===== src/rtl/differentiator.sv =====
// differentiator
//   Registered first-difference (comb) stage. Every enabled cycle produces
//   the current sample minus the sample taken p_DELAY enabled cycles earlier,
//   wrapped to p_DATA_WIDTH bits. This is the exact inverse of the accumulator.
//   It is used as the comb half of CIC filters and to recover per-sample
//   deltas from running totals.
//
// Parameters
//   p_DATA_WIDTH  width of i_SAMPLE / o_DIFFERENCE
//   p_DELAY       differential delay in enabled samples (1..256)
//
// Ports
//   i_CLK         system clock, rising edge
//   i_RESET_N     asynchronous active-low reset
//   i_CLK_ENABLE  qualifies i_SAMPLE; all state holds when low
//   i_CLEAR       synchronous clear; takes priority over i_CLK_ENABLE
//   i_SAMPLE      signed input sample
//   o_DIFFERENCE  registered i_SAMPLE minus the delayed sample
//   o_VALID       one-cycle pulse when o_DIFFERENCE took an enabled sample
//   o_PRIMED      high once p_DELAY enabled samples have entered
module differentiator #(
    parameter int p_DATA_WIDTH = 8,
    parameter int p_DELAY      = 1
) (
    input  logic                           i_CLK,
    input  logic                           i_RESET_N,
    input  logic                           i_CLK_ENABLE,
    input  logic                           i_CLEAR,
    input  logic signed [p_DATA_WIDTH-1:0] i_SAMPLE,
    output logic signed [p_DATA_WIDTH-1:0] o_DIFFERENCE,
    output logic                           o_VALID,
    output logic                           o_PRIMED
);

    localparam int c_PTR_WIDTH = (p_DELAY > 1) ? $clog2(p_DELAY) : 1;
    localparam logic [c_PTR_WIDTH-1:0] c_LAST = c_PTR_WIDTH'(p_DELAY - 1);

    generate
        if (p_DELAY < 1 || p_DELAY > 256) begin : g_bad_delay
            $error("differentiator: p_DELAY must be within 1..256");
        end
    endgenerate

    typedef enum logic {
        ST_PRIMING,
        ST_RUNNING
    } state_t;

    logic signed [p_DATA_WIDTH-1:0] delay_line [p_DELAY];
    logic [c_PTR_WIDTH-1:0]         wr_ptr;
    logic [c_PTR_WIDTH-1:0]         prime_cnt;
    state_t                         state;

    always_ff @(posedge i_CLK or negedge i_RESET_N) begin
        if (!i_RESET_N) begin
            delay_line   <= '{default: '0};
            wr_ptr       <= '0;
            prime_cnt    <= '0;
            state        <= ST_PRIMING;
            o_DIFFERENCE <= '0;
            o_VALID      <= 1'b0;
            o_PRIMED     <= 1'b0;
        end else if (i_CLEAR) begin
            delay_line   <= '{default: '0};
            wr_ptr       <= '0;
            prime_cnt    <= '0;
            state        <= ST_PRIMING;
            o_DIFFERENCE <= '0;
            o_VALID      <= 1'b0;
            o_PRIMED     <= 1'b0;
        end else if (i_CLK_ENABLE) begin
            // The slot under wr_ptr holds the sample from p_DELAY enabled
            // cycles ago (zero while priming); read it, then overwrite it.
            o_DIFFERENCE       <= i_SAMPLE - delay_line[wr_ptr];
            delay_line[wr_ptr] <= i_SAMPLE;
            wr_ptr             <= (wr_ptr == c_LAST) ? '0 : wr_ptr + c_PTR_WIDTH'(1);
            o_VALID            <= 1'b1;
            case (state)
                ST_PRIMING: begin
                    // prime_cnt holds samples already seen; this one is the
                    // p_DELAY-th when the count reaches p_DELAY-1.
                    if (prime_cnt == c_LAST) begin
                        state    <= ST_RUNNING;
                        o_PRIMED <= 1'b1;
                    end else begin
                        prime_cnt <= prime_cnt + c_PTR_WIDTH'(1);
                    end
                end
                default: ;
            endcase
        end else begin
            o_VALID <= 1'b0;
        end
    end

endmodule


===== config.mk =====
export PLATFORM = sky130hd
export DESIGN_NAME = differentiator
export DESIGN_NICKNAME = d
export VERILOG_FILES = /design/src/rtl/differentiator.sv
export SDC_FILE = /design/constraint.sdc
export NUM_CORES = 1
export LEC_CHECK = 0
export BUFFER_PORTS_ARGS = -buffer_cell sky130_fd_sc_hd__buf_4
export CAP_MARGIN = 10
export CORE_MARGIN = 3
export CORE_UTILIZATION = 53
export DETAILED_ROUTE_END_ITERATION = 10
export PLACE_DENSITY = 0.77
export SLEW_MARGIN = 20
export SYNTH_ARGS = -nofsm -noshare
export SYNTH_HDL_FRONTEND = slang
export SYNTH_SLANG_ARGS = --single-unit

===== constraint.sdc =====
create_clock -name i_CLK -period 2.09 [get_ports i_CLK]
set_input_delay 0.418 -clock i_CLK [delete_from_list [all_inputs] [get_ports i_CLK]]
set_output_delay 0.418 -clock i_CLK [all_outputs]
set_load 0.01 [all_outputs]

### After elaboration in Yosys (flattened, before gate mapping)

Cells that the tools add are included.
W data, S select, Z words.

* register bits: 21

* add/sub/neg operators: 3
* multiplexer cells: 24
* reductions and logical operators: 4
* magnitude comparators: 2
* eq/ne operators: 2

Operators by type and width (number)
* $mux W8: 6
* $mux W1: 17
* $bwmux W8: 1
* $sub A8 B8 Y8: 1
* $ne A2 B2 Y1 const B: 2
* $reduce_and A3 Y1: 1
* $add A1 B1 Y1 const B: 2
* $reduce_and A2 Y1: 1
* $reduce_bool A2 Y1: 1
* $ge A1 B1 Y1 const B: 1
* $logic_and A1 B1 Y1: 1
* $lt A1 B1 Y1 const B: 1

### Longest topological paths before layout

Gate-level depths: netlist of the first run.

* depth in word-level cells: 6
* depth in mapped cells: 8
* gate-level depth less buffers: 8

### Worst setup path after synthesis of the first run

No wires, ideal clock.

* kind: input-to-reg
* from: input i_SAMPLE[0]
* to: register o_DIFFERENCE[6]
* path slack: 0.109 ns
* library setup time: 0.069 ns
* arrival time: 1.912 ns
* data required time: 2.021 ns
* stages: 8
* cell sequence: inv_1 > ha_1 > inv_1 > fa_1 > a21o_1 > a211o_1 > a2111oi_2 > nand3b_1

* cells in the longest elaborated chain, start to end: 3

RTL lines
* start: declaration: line 29 `input logic signed [p_DATA_WIDTH-1:0] i_SAMPLE,`
* $sub A8 B8 Y8: line 74 `o_DIFFERENCE <= i_SAMPLE - delay_line[wr_ptr];`
* $mux W8: line 71 `end else if (i_CLK_ENABLE) begin`
* $mux W8: line 63 `end else if (i_CLEAR) begin`
* end signal: assignment: line 74
* end: declaration: line 30 `output logic signed [p_DATA_WIDTH-1:0] o_DIFFERENCE,`

No other way between the ends. The select of a mux whose other input is x is not followed.
A chain may end at the register's enable or synchronous reset.

### Final worst setup path of the first run

* from: register delay_line[0] (netlist bit)
* to: register o_DIFFERENCE[6]

* cells in the longest elaborated chain, start to end: 4

RTL lines
* start: declaration: line 49 `logic signed [p_DATA_WIDTH-1:0] delay_line [p_DELAY];`
* start signal: indexed assignment: line 75 `delay_line[wr_ptr] <= i_SAMPLE;`
* $mux W8 (not written as such): line 74
* $sub A8 B8 Y8: line 74
* $mux W8: line 71
* $mux W8: line 63

No other way between the ends. The select of a mux whose other input is x is not followed.

==> results of run 1 <==
layout by cell type (no fill, tap or decap), types with 2 or more instances in the layout:
cell	netlist	final
xnor2_1	3	3
a211oi_1	4	4
nor2_1	19	19
nor2b_1	2	2
ha_1	8	8
o21a_1	2	2
buf_4	1	23
nand2_1	3	3
nand2b_1	2	2
dfrtp_1	19	19
o21ai_0	4	4
a21oi_1	6	6
mux2i_1	9	9
clkbuf_4	0	3
inv_1	10	10
a32oi_1	2	2
synthesized netlist by cell type, drive strengths merged (2+ instances only):
cell type	n
a211oi	4
a21oi	6
a32oi	2
buf	2
clkbuf	2
dfrtp	19
ha	8
inv	10
mux2i	9
nand2	3
nand2b	2
nor2	19
nor2b	2
o21a	2
o21ai	4
xnor2	3
sequential cells by signal, indices dropped and copies added, names as in the netlist:
| name | cells |
|---|---|
| o_VALID | 1 |
| state | 1 |
| o_PRIMED | 1 |
| delay_line | 8 |
| o_DIFFERENCE | 8 |
routing by layer:
| metal | vias to the layer above | share of wire, % | GRT usage (%) |
|---|---|---|---|
| li1 | 436 | - | - |
| met1 | 437 | 45 | 25.6 |
| met2 | 32 | 47 | 31.8 |
| met3 | 4 | 6.5 | 3.44 |
| met4 | 0 | 1.5 | 6.11 |
| met5 | - | 0 | 0 |
report_power, final:
part	internal (uW)	switching, uW	total [uW]
logic	101	115	216
registers	395	14.8	410
clock network	71.2	117	189
total	568	247	814
cells by family after synthesis:
logic type | synth area share (%)
simple gates | 12.9
compound gates | 17.1
flops | 43.3
buf+inv | 5.24
mux | 8.20
fa+ha+maj | 10.9
xor+xnor | 2.39
stage by stage:
step | hold WS, ns | TNS (ns) | cell area, um2 | total power [uW]
4_1_cts | 0.373 | 0 | 1320 | 821
3_5_place_dp | 0.306 | -0.0818 | 1280 | 631
3_3_place_gp | 0.304 | -0.0231 | 1280 | 622
5_1_grt | 0.387 | 0 | 1320 | 868
2_1_floorplan | 0.122 | 0 | 1100 | 548
6_report | 0.374 | 0 | 1320 | 814
worst max-delay path: cells and delay by family, from the launching register on:
kind                       cells  cell delay, ns
AOI/OAI and AO/OA              3            0.78
adders and majority gates      2            0.54
buffers and inverters          1            0.05
DFF                            1            0.40
and+or+nand+nor                1            0.15
cell type report:
type,instances,share of cell area [%]
Timing Repair Buffer,24,13.8
Clock buffer,3,1.71
Inverter,10,2.84
Sequential cell,19,36.0
Tap cell,25,2.37
Multi-Input combinational cell,78,42.8
Clock inverter,1,0.379
worst min path at each step:
stage                 from         endpoint  slack (ns)  cells past startpoint
5_1_grt        i_SAMPLE[4]    delay_line[4]        0.39                      3
3_3_place_gp     i_RESET_N  o_DIFFERENCE[1]        0.30                      1
6_report       i_SAMPLE[6]    delay_line[6]        0.37                      3
3_5_place_dp     i_RESET_N  o_DIFFERENCE[1]        0.31                      1
2_1_floorplan    i_RESET_N    delay_line[0]        0.12                      0
4_1_cts        i_SAMPLE[6]    delay_line[6]        0.37                      3
what timing repair did:
action	in CTS	in global routing
resized for setup	0	0
hold endpoints to repair	19	0
hold buffers	1	0
==> flow_metrics.py, run 1 <==
metrics = {
    "outcome": {
        "status": "completed",
    },
    "yosys": {
        "postSynthCellCount": 111,
        "synth_nets": 132,
        "synth.cell_area_um2": 1100,
        "async_reset_ff_share_pct": 100,
        "yosysWarnings": 0,
        "ys_seq_elements": 19,
        "synth-main-ff-cell": "dfrtp_1",
        "synth-edff-count": 0,
        "synth_top_area_share_pct": 43.3,
        "synth.area.top_cells": "dfrtp_1 43%, ha_1 9.1%, mux2i_1 8.2%",
        "synth_cell_types": 31,
        "netlist.top_cell.by_area": "dfrtp_1",
        "ys_seq_area_share_pct": 43.3,
        "synth.avg_cell_area_um2": 9.90,
    },
    "job": {
        "max_cap_viol_count": 0,
    },
    "timing": {
        "worst_pin_slew_ns": 0.335,
        "rsz0062_at_grt": "no",
        "fin_worst_skew_ns": 0.0128,
        "fmax_mhz": 509,
        "period_minus_slack_ns": 1.97,
        "setup_ws_ns": 0.125,
        "max_slew_margin_pct": 77.4,
        "final-hold-violation-count": 0,
        "period_share_pct": 94.0,
        "setup_viol": 0,
        "slew_violations": 0,
    },
    "cells_and_area": {
        "area_growth_pct": 20.2,
        "antenna_cells": 0,
        "stdcell_count": 160,
        "ff_latch_area_um2": 475,
        "layout-drive-gt1-share_pct": 21.5,
        "nets": 157,
        "final_util_pct": 71.8,
        "multi_input_area_um2": 566,
        "fillers": 160,
    },
    "hold_path": {
        "hp-class": "in -> reg",
    },
    "global_route": {
        "grt_pass1_wl_um": 3900,
        "antenna_found_initial": 0,
        "grt_overflow": 0,
        "grt_max_degree": 22,
        "first_global_vias": 896,
        "grt_usage_pct": 19.3,
    },
    "placed_design": {
        "numPlacedInstances": 155,
        "globalplace.congestion": 0.816,
        "hpwl_um": 1640,
        "pre_cts_ws_ns": -0.0818,
        "io_buffers": 21,
    },
    "setup_path": {
        "crit_fanout": 3,
        "endpoint": "o_DIFFERENCE[6]",
        "endpoint_kind": "register",
        "cp_cell_sequence": "ha_1, inv_1, fa_1, a21o_1, a211o_1, a2111oi_2, nand3b_1",
        "crit_path_start": "delay_line[0]",
        "r2r-start": "delay_line[0]",
        "start_kind": "register",
        "worst-r2r-setup-slack_ns": 0.12,
        "worstPathRequired_ns": 2.34,
        "cp_slowest_cell": "dfrtp_1",
        "max_stage_delay_ns": 0.40,
        "ff2ff_path_depth": 7,
        "cp_data_arrival_time_ns": 2.21,
        "worst_r2r_endpoint": "o_DIFFERENCE[6]",
        "critical_path_class": "reg -> reg",
    },
    "clock_tree": {
        "cts-root-buf": "clkbuf_4",
        "cts_setup_buffers": 0,
        "clock_path_buffers": 2,
        "cts_sinks": 19,
        "clock_latency_ns": 0.30,
        "clk_pin_slew_ns": 0.12,
        "tritoncts": "done",
        "cts_buffers": 3,
        "ctsHtreeMaxLevel": 1,
    },
    "drt": {
        "vias_per_cell": 5.68,
        "ant_nets": 0,
        "wl_per_cell_um": 14.0,
        "firstDrtPassIters": 4,
        "wirelength_um": 2230,
        "drt-initial-drc-count": 13,
        "vias": 909,
        "drc": 0,
    },
    "die": {
        "die_area_um2": 2650,
        "die_h_um": 51.5,
        "core_um2": 1840,
        "std_cell_rows": 15,
        "die_w_um": 51.5,
        "ios": 22,
        "start_util_pct": 59.7,
    },
    "power": {
        "ir_worst_vdd_mv": 0.511,
        "p_leak_uw": 0.000639,
        "power_density_nw_per_um2": 617,
    },
}
No activity file was read; power rests on OpenSTA's default activity.
==> inputs of run 2 (changes only) <==
Settings changed: CORE_UTILIZATION 53 to 55, CTS_BUF_LIST from default to sky130_fd_sc_hd__clkbuf_4 sky130_fd_sc_hd__clkbuf_8, PLACE_DENSITY 0.77 to 0.8.
Clock period 2.09 ns to 2.3 ns, I/O delays scaled along.
==> run 2 against run 1 <==
  * Clock skew is 0.0083 ns lower
  * Setup slack improved by 0.17 ns
  * Design area fell by 1.7%
  * Via count is 4.3% lower
  * Worst hold slack got worse by 0.36 ns
  * Global-route usage is essentially flat
  * Cell count decreased by 1.9%
  * Sequential power down 9.0%
  * Critical endpoint unchanged
==> flow_metrics.py, run 2 (same netlist as run 1, synthesis figures left out) <==
metrics = {
    "timing": {
        "setup_viol": 0,
        "fmax_mhz": 499,
        "fin_worst_skew_ns": 0.00454,
        "period_share_pct": 87.0,
        "whs_ns": 0.0101,
        "final-hold-violation-count": 0,
        "period_minus_slack_ns": 2.00,
        "rsz0062_at_grt": "no",
        "worst_pin_slew_ns": 0.367,
        "fin_tns_setup_ns": 0,
        "max_slew_margin_pct": 75.2,
        "slew_violations": 0,
    },
    "global_route": {
        "grt_overflow": 0,
        "grt.busiest_layer": "met2",
        "met1_usage_pct": 22.2,
        "antenna_found_initial": 0,
        "grt_usage_pct": 19.2,
        "first_global_vias": 840,
        "gr-usage-met3_pct": 4.15,
        "grt_max_degree": 22,
        "grt_pass1_wl_um": 3660,
        "grt_util_met2_pct": 33.3,
    },
    "clock_tree": {
        "cts_sinks": 19,
        "cts_buffers": 3,
        "cts_setup_buffers": 0,
        "cts-root-buf": "clkbuf_4",
        "clk_pin_slew_ns": 0.11,
        "cts_hold_buf": 0,
        "ctsHtreeMaxLevel": 1,
        "clock_path_buffers": 2,
        "tritoncts": "done",
        "clock_latency_ns": 0.30,
        "cts_resized": 0,
    },
    "cells_and_area": {
        "final_common_cell": "buf_4",
        "layout-drive-gt1-share_pct": 20.5,
        "fillers": 158,
        "top_regs": "delay_line: 8 flops, o_DIFFERENCE: 8 flops",
        "antenna_cells": 0,
        "ff_latch_area_um2": 475,
        "layout_common_cells": "21 x buf_4, 19 x nor2_1, 19 x dfrtp_1, 10 x inv_1, 9 x mux2i_1",
        "multi_input_area_um2": 566,
        "area_growth_pct": 18.1,
        "nets": 154,
    },
    "outcome": {
        "status": "completed",
    },
    "job": {
        "max_cap_viol_count": 0,
    },
    "setup_path": {
        "cp_data_arrival_time_ns": 2.24,
        "critPathBufInv": 1,
        "endpoint_kind": "register",
        "cp_slowest_cell": "fa_1",
        "start_kind": "register",
        "path_delay_family": "compound AO/OA/AOI/OAI gates",
        "cp_cell_sequence": "ha_1, inv_1, fa_1, a21o_1, a211o_1, a2111oi_2, nand3b_1",
        "max_stage_delay_ns": 0.41,
        "critical_path_class": "reg -> reg",
        "r2r-start": "delay_line[0]",
        "worstPathRequired_ns": 2.54,
        "crit_path_start": "delay_line[0]",
        "crit_fanout": 3,
        "worst-r2r-setup-slack_ns": 0.30,
    },
    "drt": {
        "ant_nets": 0,
        "vias_per_cell": 5.54,
        "vias": 870,
        "firstDrtPassIters": 4,
        "drt-initial-drc-count": 13,
        "wirelength_um": 2200,
        "wl_per_cell_um": 14.0,
        "drc": 0,
    },
    "power": {
        "power_density_nw_per_um2": 576,
        "p_leak_uw": 0.000626,
        "ir_worst_vdd_mv": 0.480,
    },
    "die": {
        "die_h_um": 50.7,
        "std_cell_rows": 15,
        "ios": 22,
        "start_util_pct": 61.0,
        "die_area_um2": 2570,
        "core_um2": 1800,
        "die_w_um": 50.7,
    },
    "hold_path": {
        "hp-class": "in -> async",
    },
    "placed_design": {
        "globalplace.congestion": 0.822,
        "io_buffers": 21,
        "hpwl_um": 1660,
    },
}
## run 2: area by class of cell
| class | instances | area share, % |
|---|---|---|
| flip-flops and latches | 19 | 36.6 |
| inverters | 10 | 2.89 |
| clock buffers | 4 | 2.31 |
| repair buffers | 21 | 12.2 |
| multi-input cells | 78 | 43.6 |
| well taps | 25 | 2.41 |
## run 2: final timing paths
| path | end | cells past startpoint |
|---|---|---|
| setup / recovery | o_DIFFERENCE[6] | 7 |
| hold / removal | delay_line[1] | 1 |
| setup reg to reg | o_DIFFERENCE[6] | 7 |
| hold reg to reg | o_DIFFERENCE[4] | 1 |
| max in group asynchronous | delay_line[5] | 1 |
| min in group i_CLK | delay_line[0] | 3 |
## run 2: power breakdown
group          total, uW  switching (uW)  internal, uW
Sequential           373            14.0           359
Clock                182             102          79.4
Combinational        192             103          89.0
Total                747             220           527
## run 2: metal layers
layer	up-vias	wire, um
met2	30	1090
met3	4	108
met1	400	962
met4	0	34
met5	-	0
li1	436	-
## run 2: through the flow
stage	worst slack, ns	total power, uW	instances	util (%)	instance area (um2)
finish	0.298	747	157	72.0	1300
global route	0.164	788	157	72.0	1300
CTS	0.291	756	157	72.0	1300
detailed placement	0.0465	571	153	70.3	1270
global placement	0.120	564	153	70.3	1270
floorplan	0.277	498	111	-	1100
## run 2: worst register-to-register path: stages, from the launching register on
cell and delay, ns:
dfrtp_1 0.39, ha_1 0.15, inv_1 0.05, fa_1 0.41
a21o_1 0.19, a211o_1 0.33, a2111oi_2 0.29, nand3b_1 0.14
